<file path="src/rtl/fetch_stage.sv">
// Fetch stage: owns the PC register and the F/D pipeline latch.
// Holds the PC at RESET_PC for BOOT_CYCLES after reset so the instruction
// memory can warm up, then fetches sequentially. A redirect from X always
// wins over a stall, since the stalled F/D entry is on the wrong path.
module fetch_stage #(
  parameter logic [31:0] RESET_PC    = 32'd0,
  parameter int unsigned BOOT_CYCLES = 2,
  parameter logic [31:0] NOP         = 32'd0
) (
  input  logic        clock,
  input  logic        reset,
  input  logic [31:0] next_pc,
  input  logic        branch_or_jump_pc,
  input  logic        stall,
  input  logic [31:0] q_imem,
  output logic [31:0] address_imem,
  output logic [31:0] fd_out_pc,
  output logic [31:0] fd_out_ir,
  output logic        fd_valid,
  output logic [31:0] fetch_count,
  output logic [31:0] flush_count
);

  typedef enum logic {
    ST_BOOT = 1'b0,
    ST_RUN  = 1'b1
  } state_t;

  localparam logic [31:0] BOOT_LAST = 32'(BOOT_CYCLES - 1);

  state_t      state_q, state_d;
  logic [31:0] boot_cnt_q, boot_cnt_d;
  logic [31:0] pc_q, pc_d;
  logic [31:0] fd_pc_q, fd_pc_d;
  logic [31:0] fd_ir_q, fd_ir_d;
  logic        fd_valid_q, fd_valid_d;
  logic [31:0] fetch_count_q, fetch_count_d;
  logic [31:0] flush_count_q, flush_count_d;
  logic [31:0] pc_plus_one;

  assign pc_plus_one = pc_q + 32'd1;

  // Next-state: boot countdown, then redirect > stall > sequential fetch.
  always_comb begin
    state_d       = state_q;
    boot_cnt_d    = boot_cnt_q;
    pc_d          = pc_q;
    fd_pc_d       = fd_pc_q;
    fd_ir_d       = fd_ir_q;
    fd_valid_d    = fd_valid_q;
    fetch_count_d = fetch_count_q;
    flush_count_d = flush_count_q;
    case (state_q)
      ST_BOOT: begin
        boot_cnt_d = boot_cnt_q + 32'd1;
        if (boot_cnt_q == BOOT_LAST) begin
          state_d = ST_RUN;
        end
      end
      ST_RUN: begin
        if (branch_or_jump_pc) begin
          pc_d          = next_pc;
          fd_pc_d       = 32'd0;
          fd_ir_d       = NOP;
          fd_valid_d    = 1'b0;
          flush_count_d = flush_count_q + 32'd1;
        end else if (!stall) begin
          pc_d          = pc_plus_one;
          fd_pc_d       = pc_plus_one;
          fd_ir_d       = q_imem;
          fd_valid_d    = 1'b1;
          fetch_count_d = fetch_count_q + 32'd1;
        end
      end
      default: begin
        state_d = ST_BOOT;
      end
    endcase
  end

  // State registers; reset returns immediately to BOOT with an empty F/D.
  always_ff @(posedge clock or posedge reset) begin
    if (reset) begin
      state_q       <= ST_BOOT;
      boot_cnt_q    <= 32'd0;
      pc_q          <= RESET_PC;
      fd_pc_q       <= 32'd0;
      fd_ir_q       <= NOP;
      fd_valid_q    <= 1'b0;
      fetch_count_q <= 32'd0;
      flush_count_q <= 32'd0;
    end else begin
      state_q       <= state_d;
      boot_cnt_q    <= boot_cnt_d;
      pc_q          <= pc_d;
      fd_pc_q       <= fd_pc_d;
      fd_ir_q       <= fd_ir_d;
      fd_valid_q    <= fd_valid_d;
      fetch_count_q <= fetch_count_d;
      flush_count_q <= flush_count_d;
    end
  end

  assign address_imem = pc_q;
  assign fd_out_pc    = fd_pc_q;
  assign fd_out_ir    = fd_ir_q;
  assign fd_valid     = fd_valid_q;
  assign fetch_count  = fetch_count_q;
  assign flush_count  = flush_count_q;

endmodule

</file>
<file path="config.mk">
export PLATFORM = sky130hd
export DESIGN_NAME = fetch_stage
export DESIGN_NICKNAME = d
export VERILOG_FILES = /design/src/rtl/fetch_stage.sv
export SDC_FILE = /design/constraint.sdc
export NUM_CORES = 1
export LEC_CHECK = 0
export CORE_AREA = 4 4 140 155
export CTS_CLUSTER_SIZE = 24
export DETAILED_ROUTE_END_ITERATION = 12
export DIE_AREA = 0 0 144 159
export GPL_TIMING_DRIVEN = 1
export PLACE_DENSITY = 0.77
export SYNTH_ARGS = -nofsm -noshare
export SYNTH_HDL_FRONTEND = slang
export SYNTH_SLANG_ARGS = --single-unit
</file>
<file path="constraint.sdc">
create_clock -name clock -period 7.4 [get_ports clock]
set_input_delay 2.22 -clock clock [delete_from_list [all_inputs] [get_ports clock]]
set_output_delay 2.22 -clock clock [all_outputs]
set_load 0.02 [all_outputs]
</file>
==> reports/qor.yml <==
worst-setup-path-type: "in2reg"
fin_crit_sh_pct: 59.5
synth_ff_type: "dfrtp_1"
synth_top_area_share_pct: 54.3
h-tree-depth: 4
area_growth_pct: 34.4
hold_class: "reg2reg"
holdWs_ns: 0.470
placed_area_um2: 11400
rows: 54
wl_per_cell_um: 18.0
cp.arrival_ns: 4.71
dp.cells: 1302
final_cell_mix: "227 x clkdlybuf4s50_1, 194 x dfrtp_1, 96 x nand2_1"
status: "finished, final reports clean"
endpoint_kind: "flip-flop"
cp.depth: 6
cts-root-buf: "clkbuf_16"
clock_skew_ns: 0.00911
finish.instance_area_um2: 12000
syn_area_um2: 8940
period_needed_ns: 4.40
synth_warnings: 0
cts_made_buffers: 17
synth_cells: 859
yosysTopAreaCell: "dfrtp_1"
path_delay_family: "simple AND/OR/NAND/NOR gates"
grt_pass1_vias: 7357
finalMaxSlewViolations: 0
viasPerCell: 5.51
post_cts_buffers: 0
dpl.hpwl_um: 17000
grt_pass1_wl_um: 39200
wirelength_um: 24000
worst_ep_required_time_ns: 7.71
core_um2: 19900
antenna_found_initial: 2
yosysSeqAreaShare_pct: 54.3
power.density_nw_per_um2: 218
grt-ovfl-total: 0
mostFrequentLayoutCell: "clkdlybuf4s50_1"
crit_chain: "buf_2 > nand2_1 > or2_2 > nor4_1 > nand4_1 > xnor2_1"
cts_buffer_depth: 2
drt_iter0_drc: 425
totalPowerFinal_w: 0.00262
port_buffers: 228
grt_use_total_pct: 21.2
max_freq_mhz: 227
fp.dieArea_um2: 22900
drc: 0
via_count: 7359
final_cell_count_no_fill: 1335
fp.dieH_um: 159
cp_slowest_cell: "buf_2"
maxCapViolations: 0
ios: 229
cts.sinks: 194
fin_nets: 1142
p_leak_nw: 5.02
die_w_um: 144
postSynth.asyncResetShare_pct: 100
setup-violations-final: 0
clk_pin_slew_worst_paths_ns: 0.07
hold_viol_final: 0
gp_congestion: 0.829
critPathBufInv: 1
syn-mean-instance-area_um2: 10.4
yosys-top-cells-area: "dfrtp_1 54%, xnor2_1 8.0%, nand2_1 4.0%"
cts-hold-fix-buffers: 0
worst-r2r-cell-count: 6
rsz0062_at_grt: "no"
cts_resized: 0
cp_max_fo: 43
syn-num-nets: 932
yosys_register_bits: 194
dr.pass1.iters: 5
grt_max_degree: 195
synth_edf_count: 0
min_delay_path_depth: 1
antenna_left: 0
clk_latency_ns: 0.43
tightest_slew_ns: 1.11
start_kind: "primary input"
fin_setup_tns_ns: 0
cts_tree: "built"
start_util_pct: 44.9
peakVddDrop_mv: 0.165
drive_gt1_share_pct: 4.71
slowest_delay_ns: 0.60
synth_cell_types: 54
slew_headroom_pct: 26.0
-- metrics by stage --
stage / setup WS (ns) / util (%)
after floorplan: 2.68 / -
after global placement: 2.69 / 57.4
after detailed placement: 2.59 / 57.4
after CTS: 3.03 / 60.3
after global routing: 2.82 / 60.3
final: 3.00 / 60.3
-- cell families after synthesis --
| family | after synthesis | synth area share [%] |
|---|---|---|
| AO/OA/AOI/OAI | 144 | 10.9 |
| XOR/XNOR | 122 | 12.0 |
| adder cells (fa/ha/maj) | 5 | 0.700 |
| buffers and inverters | 60 | 2.69 |
| flip-flops | 194 | 54.3 |
| multiplexers | 3 | 0.336 |
| AND/OR/NAND/NOR | 331 | 19.1 |
-- final timing paths --
path | startpoint | end | slack, ns
setup / recovery | branch_or_jump_pc | flush_count[17] | 3.00
hold / removal | fetch_count[31] | fetch_count[31] | 0.47
max in group asynchronous | reset | fetch_count[3] | 4.15
hold reg to reg | fetch_count[31] | fetch_count[31] | 0.47
setup reg to reg | address_imem[0] | address_imem[28] | 4.99
min in group asynchronous | reset | fd_out_ir[1] | 2.37
-- flip-flops by register name, indices dropped and copies added, names as in the netlist --
register,cells
fd_out_ir,32
fetch_count,32
fd_out_pc,32
flush_count,32
fd_valid,1
state_q,1
address_imem,32
boot_cnt_q,32
-- final cells by class --
| type | instances | area, µm² |
|---|---|---|
| timing repair buffer | 235 | 2340 |
| sequential | 194 | 4850 |
| tap | 252 | 315 |
| fill | 1623 | 7910 |
| antenna | 1 | 2.50 |
| clock buffer | 17 | 425 |
| inverter | 16 | 63.8 |
| clock inverter | 15 | 151 |
| multi-input combinational | 605 | 3860 |
-- worst register-to-register path, cell delays in order, from the launching register on --
cell	delay, ns
dfrtp_1	0.48
ha_1	0.29
and3_1	0.27
nand4_1	0.39
nor3_1	0.50
nand2_1	0.09
a221oi_1	0.29
-- routing by layer --
metal | vias up | wire length, µm | track usage [%]
met4 | 2 | 585 | 7.53
met1 | 3575 | 10100 | 28.8
met3 | 35 | 1840 | 5.20
li1 | 3480 | - | -
met2 | 267 | 11400 | 33.1
met5 | - | 13 | 0
-- synth_stat cells (all sizes together) (3+ instances only) --
| cell | instances |
|---|---|
| nand4b | 3 |
| or3 | 4 |
| a22o | 34 |
| nand3 | 49 |
| a22oi | 8 |
| nand2 | 96 |
| o21ai | 52 |
| nor3 | 19 |
| and2 | 3 |
| and3 | 14 |
| a311oi | 4 |
| o2bb2ai | 3 |
| a21oi | 14 |
| dfrtp | 194 |
| clkbuf | 30 |
| nor2 | 59 |
| buf | 14 |
| inv | 16 |
| o311ai | 4 |
| o22ai | 4 |
| xnor2 | 82 |
| a211oi | 6 |
| nand4 | 36 |
| nor4 | 20 |
| xor2 | 40 |
| and4 | 15 |
| ha | 5 |
| mux2i | 3 |
-- power breakdown --
| group | leakage (nW) | switching, W | total, W | internal (W) |
|---|---|---|---|---|
| clock | 0.278 | 0.000433 | 0.000907 | 0.000474 |
| combinational | 2.20 | 0.000252 | 0.000481 | 0.000230 |
| sequential | 2.54 | 0.000100 | 0.00123 | 0.00113 |
| total | 5.02 | 0.000785 | 0.00262 | 0.00184 |
No activity file was read; power rests on OpenSTA's default activity.
